**src/rtl/ysyx_23060208_mem_arbiter_pkg.sv**
```systemverilog
// Shared definitions for the two-master / one-slave AXI-lite memory arbiter.
// - arb_state_e : FSM state encoding. The encoding doubles as the debug
//                 grant value (00 idle, 01 m0 read, 10 m1 read, 11 m1 write).
// - RESP_*      : AXI-lite response codes. They are passed through untouched.
package ysyx_23060208_mem_arbiter_pkg;

    typedef enum logic [1:0] {
        ARB_IDLE = 2'd0,
        ARB_RD0  = 2'd1,
        ARB_RD1  = 2'd2,
        ARB_WR   = 2'd3
    } arb_state_e;

    localparam logic [1:0] RESP_OKAY   = 2'b00;
    localparam logic [1:0] RESP_SLVERR = 2'b10;

endpackage

```
**src/rtl/ysyx_23060208_mem_arbiter_if.sv**
```systemverilog
// AXI-lite bus bundle used on every side of the memory arbiter.
// Channels carried: AW (awaddr/awvalid/awready), W (wdata/wstrb/wvalid/wready),
// B (bresp/bvalid/bready), AR (araddr/arvalid/arready), R (rdata/rresp/rvalid/rready).
// - master modport: the side that issues requests (drives valids and payload).
// - slave modport : the side that answers (drives readys and responses).
// wstrb uses the core encoding (100 word, 010 half, 001 byte).
interface ysyx_23060208_mem_arbiter_if #(
    parameter int DATA_WIDTH = 32,
    parameter int STRB_WIDTH = 3
);
    logic [DATA_WIDTH-1:0] awaddr;
    logic                  awvalid;
    logic                  awready;

    logic [DATA_WIDTH-1:0] wdata;
    logic [STRB_WIDTH-1:0] wstrb;
    logic                  wvalid;
    logic                  wready;

    logic [1:0]            bresp;
    logic                  bvalid;
    logic                  bready;

    logic [DATA_WIDTH-1:0] araddr;
    logic                  arvalid;
    logic                  arready;

    logic [DATA_WIDTH-1:0] rdata;
    logic [1:0]            rresp;
    logic                  rvalid;
    logic                  rready;

    modport master (
        output awaddr, awvalid, wdata, wstrb, wvalid, bready, araddr, arvalid, rready,
        input  awready, wready, bresp, bvalid, arready, rdata, rresp, rvalid
    );

    modport slave (
        input  awaddr, awvalid, wdata, wstrb, wvalid, bready, araddr, arvalid, rready,
        output awready, wready, bresp, bvalid, arready, rdata, rresp, rvalid
    );

endinterface

```
**src/rtl/ysyx_23060208_mem_arbiter_arb_pick.sv**
```systemverilog
// Combinational request selector for the memory arbiter.
// Ports:
//   wr_req     in  : m1 write address valid (always highest priority)
//   rd1_req    in  : m1 read address valid
//   rd0_req    in  : m0 (IFU) read address valid
//   last_rd    in  : last granted reader (0 = m0, 1 = m1); only meaningful
//                    when ARB_RR_EN is defined
//   next_state out : state to enter from IDLE (ARB_IDLE when nothing pending)
// Build option: ARB_RR_EN selects round-robin between the two readers;
// otherwise m1 reads beat m0 reads.
module ysyx_23060208_arb_pick
    import ysyx_23060208_mem_arbiter_pkg::*;
(
    input  logic       wr_req,
    input  logic       rd1_req,
    input  logic       rd0_req,
    input  logic       last_rd,
    output arb_state_e next_state
);

`ifndef ARB_RR_EN
    // Fixed priority ignores the reader history.
    logic unused_last_rd;
    assign unused_last_rd = last_rd;
`endif

    always_comb begin
        next_state = ARB_IDLE;
        if (wr_req) begin
            next_state = ARB_WR;
        end else if (rd1_req && rd0_req) begin
`ifdef ARB_RR_EN
            // Contention goes to whichever reader was not served last.
            next_state = last_rd ? ARB_RD0 : ARB_RD1;
`else
            next_state = ARB_RD1;
`endif
        end else if (rd1_req) begin
            next_state = ARB_RD1;
        end else if (rd0_req) begin
            next_state = ARB_RD0;
        end
    end

endmodule

```
**src/rtl/ysyx_23060208_mem_arbiter.sv**
```systemverilog
// Two-master, one-slave AXI-lite arbiter between the core and data memory.
// m0 is the IFU fetch port (read only), m1 is the EXU load/store port.
// All traffic is serialized onto the slave port with a single outstanding
// transaction; arbitration happens only in IDLE and the winner is registered,
// so the slave sees a request one cycle after the master raises valid.
// Ports:
//   clk   in  : clock
//   rst   in  : synchronous, active-low reset
//   m0    slave modport  : IFU bus (only AR/R used; AW/W/B tied off)
//   m1    slave modport  : EXU bus (AW/W/B/AR/R)
//   s     master modport : memory-side bus
//   grant out : debug, 00 idle, 01 m0 read, 10 m1 read, 11 m1 write
// Build option: ARB_RR_EN enables round-robin between m0 and m1 reads
// (a pending m1 write still wins).
module ysyx_23060208_mem_arbiter
    import ysyx_23060208_mem_arbiter_pkg::*;
#(
    parameter int DATA_WIDTH = 32,
    parameter int STRB_WIDTH = 3
) (
    input  logic                               clk,
    input  logic                               rst,
    ysyx_23060208_mem_arbiter_if.slave         m0,
    ysyx_23060208_mem_arbiter_if.slave         m1,
    ysyx_23060208_mem_arbiter_if.master        s,
    output logic [1:0]                         grant
);

    localparam logic [DATA_WIDTH-1:0] DATA_ZERO = '0;
    localparam logic [STRB_WIDTH-1:0] STRB_ZERO = '0;

    arb_state_e state_q, state_d, pick_state;
    logic       aw_done_q, w_done_q;
    logic       aw_hs, w_hs, wr_exit;
    logic       last_rd;

    // m0 never writes: its write channels are tied off and its inputs sunk.
    logic unused_m0_wr;
    assign unused_m0_wr = ^{m0.awaddr, m0.awvalid, m0.wdata, m0.wstrb, m0.wvalid, m0.bready};
    assign m0.awready = 1'b0;
    assign m0.wready  = 1'b0;
    assign m0.bvalid  = 1'b0;
    assign m0.bresp   = RESP_OKAY;

`ifdef ARB_RR_EN
    logic last_rd_q;
    assign last_rd = last_rd_q;
`else
    assign last_rd = 1'b0;
`endif

    ysyx_23060208_arb_pick u_pick (
        .wr_req     (m1.awvalid),
        .rd1_req    (m1.arvalid),
        .rd0_req    (m0.arvalid),
        .last_rd    (last_rd),
        .next_state (pick_state)
    );

    // Handshakes as seen on the slave side; a channel whose flag is already
    // set no longer presents valid, so it cannot handshake twice.
    assign aw_hs   = (state_q == ARB_WR) && m1.awvalid && !aw_done_q && s.awready;
    assign w_hs    = (state_q == ARB_WR) && m1.wvalid  && !w_done_q  && s.wready;
    assign wr_exit = (state_q == ARB_WR) && aw_done_q && w_done_q && s.bvalid && m1.bready;

    assign grant = state_q;

    always_ff @(posedge clk) begin
        if (!rst) begin
            state_q   <= ARB_IDLE;
            aw_done_q <= 1'b0;
            w_done_q  <= 1'b0;
`ifdef ARB_RR_EN
            last_rd_q <= 1'b0;
`endif
        end else begin
            state_q <= state_d;
            if (wr_exit) begin
                aw_done_q <= 1'b0;
                w_done_q  <= 1'b0;
            end else begin
                if (aw_hs) aw_done_q <= 1'b1;
                if (w_hs)  w_done_q  <= 1'b1;
            end
`ifdef ARB_RR_EN
            if (state_q == ARB_IDLE) begin
                if (state_d == ARB_RD0)      last_rd_q <= 1'b0;
                else if (state_d == ARB_RD1) last_rd_q <= 1'b1;
            end
`endif
        end
    end

    always_comb begin
        state_d    = state_q;

        s.awaddr   = DATA_ZERO;
        s.awvalid  = 1'b0;
        s.wdata    = DATA_ZERO;
        s.wstrb    = STRB_ZERO;
        s.wvalid   = 1'b0;
        s.bready   = 1'b0;
        s.araddr   = DATA_ZERO;
        s.arvalid  = 1'b0;
        s.rready   = 1'b0;

        m0.arready = 1'b0;
        m0.rdata   = DATA_ZERO;
        m0.rresp   = RESP_OKAY;
        m0.rvalid  = 1'b0;

        m1.awready = 1'b0;
        m1.wready  = 1'b0;
        m1.bresp   = RESP_OKAY;
        m1.bvalid  = 1'b0;
        m1.arready = 1'b0;
        m1.rdata   = DATA_ZERO;
        m1.rresp   = RESP_OKAY;
        m1.rvalid  = 1'b0;

        unique case (state_q)
            ARB_IDLE: begin
                state_d = pick_state;
            end
            ARB_RD0: begin
                s.araddr   = m0.araddr;
                s.arvalid  = m0.arvalid;
                m0.arready = s.arready;
                m0.rdata   = s.rdata;
                m0.rresp   = s.rresp;
                m0.rvalid  = s.rvalid;
                s.rready   = m0.rready;
                if (s.rvalid && m0.rready) state_d = ARB_IDLE;
            end
            ARB_RD1: begin
                s.araddr   = m1.araddr;
                s.arvalid  = m1.arvalid;
                m1.arready = s.arready;
                m1.rdata   = s.rdata;
                m1.rresp   = s.rresp;
                m1.rvalid  = s.rvalid;
                s.rready   = m1.rready;
                if (s.rvalid && m1.rready) state_d = ARB_IDLE;
            end
            ARB_WR: begin
                s.awaddr   = m1.awaddr;
                s.awvalid  = m1.awvalid && !aw_done_q;
                m1.awready = s.awready && !aw_done_q;
                s.wdata    = m1.wdata;
                s.wstrb    = m1.wstrb;
                s.wvalid   = m1.wvalid && !w_done_q;
                m1.wready  = s.wready && !w_done_q;
                // The response is only meaningful once both halves landed.
                if (aw_done_q && w_done_q) begin
                    m1.bresp  = s.bresp;
                    m1.bvalid = s.bvalid;
                    s.bready  = m1.bready;
                end
                if (wr_exit) state_d = ARB_IDLE;
            end
            default: state_d = ARB_IDLE;
        endcase
    end

endmodule
```
**src/flat_wrapper.sv**
```systemverilog
// flat-port wrapper written by rule: the top's interface ports become plain ports
module ysyx_23060208_mem_arbiter_flat import ysyx_23060208_mem_arbiter_pkg::*;
#(
    parameter int DATA_WIDTH = 32,
    parameter int STRB_WIDTH = 3
)
  (clk, rst, grant, m0_awaddr, m0_awvalid, m0_wdata, m0_wstrb, m0_wvalid, m0_bready, m0_araddr, m0_arvalid, m0_rready, m0_awready, m0_wready, m0_bresp, m0_bvalid, m0_arready, m0_rdata, m0_rresp, m0_rvalid, m1_awaddr, m1_awvalid, m1_wdata, m1_wstrb, m1_wvalid, m1_bready, m1_araddr, m1_arvalid, m1_rready, m1_awready, m1_wready, m1_bresp, m1_bvalid, m1_arready, m1_rdata, m1_rresp, m1_rvalid, s_awaddr, s_awvalid, s_wdata, s_wstrb, s_wvalid, s_bready, s_araddr, s_arvalid, s_rready, s_awready, s_wready, s_bresp, s_bvalid, s_arready, s_rdata, s_rresp, s_rvalid);
  ysyx_23060208_mem_arbiter_if #(.DATA_WIDTH(DATA_WIDTH), .STRB_WIDTH(STRB_WIDTH)) m0_i ();
  ysyx_23060208_mem_arbiter_if #(.DATA_WIDTH(DATA_WIDTH), .STRB_WIDTH(STRB_WIDTH)) m1_i ();
  ysyx_23060208_mem_arbiter_if #(.DATA_WIDTH(DATA_WIDTH), .STRB_WIDTH(STRB_WIDTH)) s_i ();
  input  logic clk;
  input  logic rst;
  output logic [1:0] grant;
  input wire logic [$bits(m0_i.awaddr)-1:0] m0_awaddr;
  input wire logic [$bits(m0_i.awvalid)-1:0] m0_awvalid;
  input wire logic [$bits(m0_i.wdata)-1:0] m0_wdata;
  input wire logic [$bits(m0_i.wstrb)-1:0] m0_wstrb;
  input wire logic [$bits(m0_i.wvalid)-1:0] m0_wvalid;
  input wire logic [$bits(m0_i.bready)-1:0] m0_bready;
  input wire logic [$bits(m0_i.araddr)-1:0] m0_araddr;
  input wire logic [$bits(m0_i.arvalid)-1:0] m0_arvalid;
  input wire logic [$bits(m0_i.rready)-1:0] m0_rready;
  output wire logic [$bits(m0_i.awready)-1:0] m0_awready;
  output wire logic [$bits(m0_i.wready)-1:0] m0_wready;
  output wire logic [$bits(m0_i.bresp)-1:0] m0_bresp;
  output wire logic [$bits(m0_i.bvalid)-1:0] m0_bvalid;
  output wire logic [$bits(m0_i.arready)-1:0] m0_arready;
  output wire logic [$bits(m0_i.rdata)-1:0] m0_rdata;
  output wire logic [$bits(m0_i.rresp)-1:0] m0_rresp;
  output wire logic [$bits(m0_i.rvalid)-1:0] m0_rvalid;
  input wire logic [$bits(m1_i.awaddr)-1:0] m1_awaddr;
  input wire logic [$bits(m1_i.awvalid)-1:0] m1_awvalid;
  input wire logic [$bits(m1_i.wdata)-1:0] m1_wdata;
  input wire logic [$bits(m1_i.wstrb)-1:0] m1_wstrb;
  input wire logic [$bits(m1_i.wvalid)-1:0] m1_wvalid;
  input wire logic [$bits(m1_i.bready)-1:0] m1_bready;
  input wire logic [$bits(m1_i.araddr)-1:0] m1_araddr;
  input wire logic [$bits(m1_i.arvalid)-1:0] m1_arvalid;
  input wire logic [$bits(m1_i.rready)-1:0] m1_rready;
  output wire logic [$bits(m1_i.awready)-1:0] m1_awready;
  output wire logic [$bits(m1_i.wready)-1:0] m1_wready;
  output wire logic [$bits(m1_i.bresp)-1:0] m1_bresp;
  output wire logic [$bits(m1_i.bvalid)-1:0] m1_bvalid;
  output wire logic [$bits(m1_i.arready)-1:0] m1_arready;
  output wire logic [$bits(m1_i.rdata)-1:0] m1_rdata;
  output wire logic [$bits(m1_i.rresp)-1:0] m1_rresp;
  output wire logic [$bits(m1_i.rvalid)-1:0] m1_rvalid;
  output wire logic [$bits(s_i.awaddr)-1:0] s_awaddr;
  output wire logic [$bits(s_i.awvalid)-1:0] s_awvalid;
  output wire logic [$bits(s_i.wdata)-1:0] s_wdata;
  output wire logic [$bits(s_i.wstrb)-1:0] s_wstrb;
  output wire logic [$bits(s_i.wvalid)-1:0] s_wvalid;
  output wire logic [$bits(s_i.bready)-1:0] s_bready;
  output wire logic [$bits(s_i.araddr)-1:0] s_araddr;
  output wire logic [$bits(s_i.arvalid)-1:0] s_arvalid;
  output wire logic [$bits(s_i.rready)-1:0] s_rready;
  input wire logic [$bits(s_i.awready)-1:0] s_awready;
  input wire logic [$bits(s_i.wready)-1:0] s_wready;
  input wire logic [$bits(s_i.bresp)-1:0] s_bresp;
  input wire logic [$bits(s_i.bvalid)-1:0] s_bvalid;
  input wire logic [$bits(s_i.arready)-1:0] s_arready;
  input wire logic [$bits(s_i.rdata)-1:0] s_rdata;
  input wire logic [$bits(s_i.rresp)-1:0] s_rresp;
  input wire logic [$bits(s_i.rvalid)-1:0] s_rvalid;
  assign m0_i.awaddr = m0_awaddr;
  assign m0_i.awvalid = m0_awvalid;
  assign m0_i.wdata = m0_wdata;
  assign m0_i.wstrb = m0_wstrb;
  assign m0_i.wvalid = m0_wvalid;
  assign m0_i.bready = m0_bready;
  assign m0_i.araddr = m0_araddr;
  assign m0_i.arvalid = m0_arvalid;
  assign m0_i.rready = m0_rready;
  assign m0_awready = m0_i.awready;
  assign m0_wready = m0_i.wready;
  assign m0_bresp = m0_i.bresp;
  assign m0_bvalid = m0_i.bvalid;
  assign m0_arready = m0_i.arready;
  assign m0_rdata = m0_i.rdata;
  assign m0_rresp = m0_i.rresp;
  assign m0_rvalid = m0_i.rvalid;
  assign m1_i.awaddr = m1_awaddr;
  assign m1_i.awvalid = m1_awvalid;
  assign m1_i.wdata = m1_wdata;
  assign m1_i.wstrb = m1_wstrb;
  assign m1_i.wvalid = m1_wvalid;
  assign m1_i.bready = m1_bready;
  assign m1_i.araddr = m1_araddr;
  assign m1_i.arvalid = m1_arvalid;
  assign m1_i.rready = m1_rready;
  assign m1_awready = m1_i.awready;
  assign m1_wready = m1_i.wready;
  assign m1_bresp = m1_i.bresp;
  assign m1_bvalid = m1_i.bvalid;
  assign m1_arready = m1_i.arready;
  assign m1_rdata = m1_i.rdata;
  assign m1_rresp = m1_i.rresp;
  assign m1_rvalid = m1_i.rvalid;
  assign s_awaddr = s_i.awaddr;
  assign s_awvalid = s_i.awvalid;
  assign s_wdata = s_i.wdata;
  assign s_wstrb = s_i.wstrb;
  assign s_wvalid = s_i.wvalid;
  assign s_bready = s_i.bready;
  assign s_araddr = s_i.araddr;
  assign s_arvalid = s_i.arvalid;
  assign s_rready = s_i.rready;
  assign s_i.awready = s_awready;
  assign s_i.wready = s_wready;
  assign s_i.bresp = s_bresp;
  assign s_i.bvalid = s_bvalid;
  assign s_i.arready = s_arready;
  assign s_i.rdata = s_rdata;
  assign s_i.rresp = s_rresp;
  assign s_i.rvalid = s_rvalid;
  ysyx_23060208_mem_arbiter #(.DATA_WIDTH(DATA_WIDTH), .STRB_WIDTH(STRB_WIDTH)) u_core (.clk(clk), .rst(rst), .m0(m0_i), .m1(m1_i), .s(s_i), .grant(grant));
endmodule
```
**config.mk**
```make
export PLATFORM = sky130hd
export DESIGN_NAME = ysyx_23060208_mem_arbiter_flat
export DESIGN_NICKNAME = d
export VERILOG_FILES = /design/src/rtl/ysyx_23060208_mem_arbiter_pkg.sv /design/src/rtl/ysyx_23060208_mem_arbiter_if.sv /design/src/rtl/ysyx_23060208_mem_arbiter_arb_pick.sv /design/src/rtl/ysyx_23060208_mem_arbiter.sv /design/src/flat_wrapper.sv
export SDC_FILE = /design/constraint.sdc
export NUM_CORES = 1
export LEC_CHECK = 0
export ABC_AREA = 0
export BUFFER_PORTS_ARGS = -buffer_cell sky130_fd_sc_hd__buf_4
export CORE_AREA = 2 2 170 172
export CTS_CLUSTER_SIZE = 14
export DETAILED_ROUTE_END_ITERATION = 8
export DIE_AREA = 0 0 172 174
export GPL_TIMING_DRIVEN = 0
export PLACE_DENSITY = 0.3
export SLEW_MARGIN = 30
export SYNTH_ARGS = -nofsm -noshare
export SYNTH_HDL_FRONTEND = slang
export SYNTH_SLANG_ARGS = --single-unit
export TNS_END_PERCENT = 100
```
**constraint.sdc**
```tcl
create_clock -name clk -period 3.2 [get_ports clk]
set_input_delay 0.16 -clock clk [delete_from_list [all_inputs] [get_ports clk]]
set_output_delay 0.16 -clock clk [all_outputs]
set_load 0.01 [all_outputs]
```
==> results.md <==
- Port-buffer cells: between 300 and 400
- Fill cells: around 3,300
- CTS buffer count: 3
- Max-slew violations: 0
- Drc violations: 0
- Clock slew at reported path FFs: roughly 0.030 ns
- Core Region: roughly 28,000 um^2
- Num rows: a little over 60
- CTS sink count: 4
- Final nets: between 900 and 1,000
- Clock power share: 7.8%
- DR WL/cell: 13.4 um
- Final hold vios: 0
- Hold path cells: 3
- # IOs: around 440
- Gate power share: 88.9%
- Internal power: 1320 uW
- Final core utilization: a little under a fifth
- Synthesized area: 1810 um^2
- Slew margin rel.: 56.1%
- Initial antenna violation count: 0
- GRT overflow: 0
- CTS tree: done
- First-pass GRT wire length: roughly 19,000 um
- EDFF count, synth: 0
- Syn avg cell area: between 6 and 7 um^2
- Clk root buf: clkbuf_16
- PostCTS Resize Cnt: 0
- Syn-to-layout area delta: 182%
- Slew @ Worst Pin: 0.659 ns
- Worst path required time: just over 3 ns
- Hold_buf cts: 0
- Top_reg_cell synth: dfxtp_1
- Final setup vio count: 0
- GRT Util Overall: 8.30%
- Starting DRT DRC Count: just over 80
- Clock period minus final worst setup slack: 2.15 ns
- HP Class: input port to flop
- Die Width: around 170 um
- Vias in the first global route: 3,145
- Post-synthesis async set-or-reset flop share: 0%
- Largest net degree at the start of global routing: 11
- Max Fclk: 464 MHz
- Drt first pass iters: 5
- Final WL: about 14,000 um
- Netlist cell types: 23
- Unrepaired setup endpoints after global routing: no
- Commonest non-fill, non-tap cell in the layout: buf_4
- Crit Path Class: flop to output pin
- Seq/Total Area, Yosys: 4.42%
- Die Y-Extent: 174 um
- Leakage Power: 0.00264 uW
- Sw frac: 46.4%
- Status: complete, no violations
- Layout cell share with drive strength beyond 1: 58.5%
- Initial core utilization: between 6 and 7%
- Post-DRT Antenna Nets: 0
- Yosys warns: 0
- R2r worst-path depth: 5
- Syn Inst Count: 276
- Worst endpoint data arrival time: roughly 2.0 ns
- Most frequent cells in the layout: buf_4, and2_1, a22oi_1, nor2b_1, clkbuf_1
- Clk buf depth: 2
- Hpwl dp: 12,200 um
- CTS H-Tree Depth: 1
- Final Skew: 0.000390 ns
- P per Cell Area: a little under 500 nW/um^2
- Max_cap viols: 0
- Via density per instance: just over 3
- Worst-path fanout max: 10
- Worst VDD drop: 132 uV
- Final TNS setup: 0 ns
- Post-CTS setup buffer count: 0
- Fin crit share: a little under 70%
- ANT cells: 0
- Routability cong.: 0.684
- Via count: 3,200
- Die ar.: 29,900 um^2
- Crit. End Element: output pin
- Switching Power: 1140 uW
- Critical Path Start Type: flop
- Seq pwr share: under 10%
- #FFs+latches synth: 4
- Worst skew pair latency: between 0.2 and 0.25 ns
## per-stage QoR
step           hold WS (ns)  total power, uW  instance area, um^2  cells  setup slack, ns
6_report              0.199             2460                 5110   1030             1.05
5_1_grt               0.250             2700                 5110   1030            0.852
4_1_cts               0.203             2540                 5110   1030             1.01
3_5_place_dp          0.432             2340                 5030   1027             1.24
3_3_place_gp          0.429             2380                 5030   1027             1.23
2_1_floorplan         0.301             1140                 1830    280             1.65
## cell type report
class                      instances  area, um^2  area share, %
tap                              384         480           9.40
inverter                           3        11.3          0.220
sequential                         4        80.1           1.57
timing repair buffer             363        2730           53.3
buffer                            32         160           3.13
clock buffer                       3        75.1           1.47
multi-input combinational        241        1580           30.9
## layer usage
layer | global-route usage (%) | vias up | wire length [um]
met2 | 17.3 | 194 | 7730
met3 | 1.64 | 2 | 1200
met5 | 0 | - | 0
met4 | 0.945 | 0 | 41
met1 | 8.47 | 1382 | 4860
li1 | - | 1622 | -
## worst max-delay path: stages (launching register included)
cell and delay, ns:
dfxtp_1 0.34, inv_1 0.09, ha_1 0.16, buf_6 0.14, clkbuf_1 0.52, a22oi_1 0.19
nor2b_1 0.18, buf_4 0.15
## cell usage after synthesis (2+ instances only)
cell type | count | area (um^2)
and2_1 | 143 | 895
a22oi_1 | 34 | 255
nor2b_1 | 34 | 213
clkbuf_1 | 24 | 90.1
buf_4 | 6 | 45.0
dfxtp_1 | 4 | 80.1
ha_1 | 4 | 50.1
nand2_1 | 4 | 15.0
inv_1 | 3 | 11.3
a21oi_1 | 2 | 10.0
and3b_1 | 2 | 17.5
and3b_2 | 2 | 20.0
mux2i_1 | 2 | 20.0
nor2_1 | 2 | 7.51
o211ai_1 | 2 | 15.0
## cell families after synthesis
group	synth area share, %
and+or+nand+nor	65.6
AOI/OAI and AO/OA	16.5
buffers and inverters	9.45
adders and majority gates	2.76
DFF	4.42
muxes	1.10
other	0.207
## worst paths after layout
kind	startpoint	end	slack, ns
worst max-delay path	u_core.grant[0]	s_araddr[31]	1.05
worst min-delay path	s_wready	u_core.w_done_q	0.20
worst max register to register	u_core.grant[0]	u_core.grant[0]	1.54
worst min register to register	u_core.grant[1]	u_core.grant[1]	0.52
## flip-flops by register name, indices dropped and copies added (netlist names)
name and flops:
u_core.aw_done_q 1, u_core.grant 2, u_core.w_done_q 1
## power groups by stage
stage	clock [uW]	sequential [uW]	combinational, uW
2_1_floorplan	0	83.4	1050
3_3_place_gp	0	84.0	2290
3_5_place_dp	0	82.5	2260
4_1_cts	195	81.7	2260
5_1_grt	199	84.3	2410
6_report	191	80.7	2180
(Power assumes the default switching activity.)
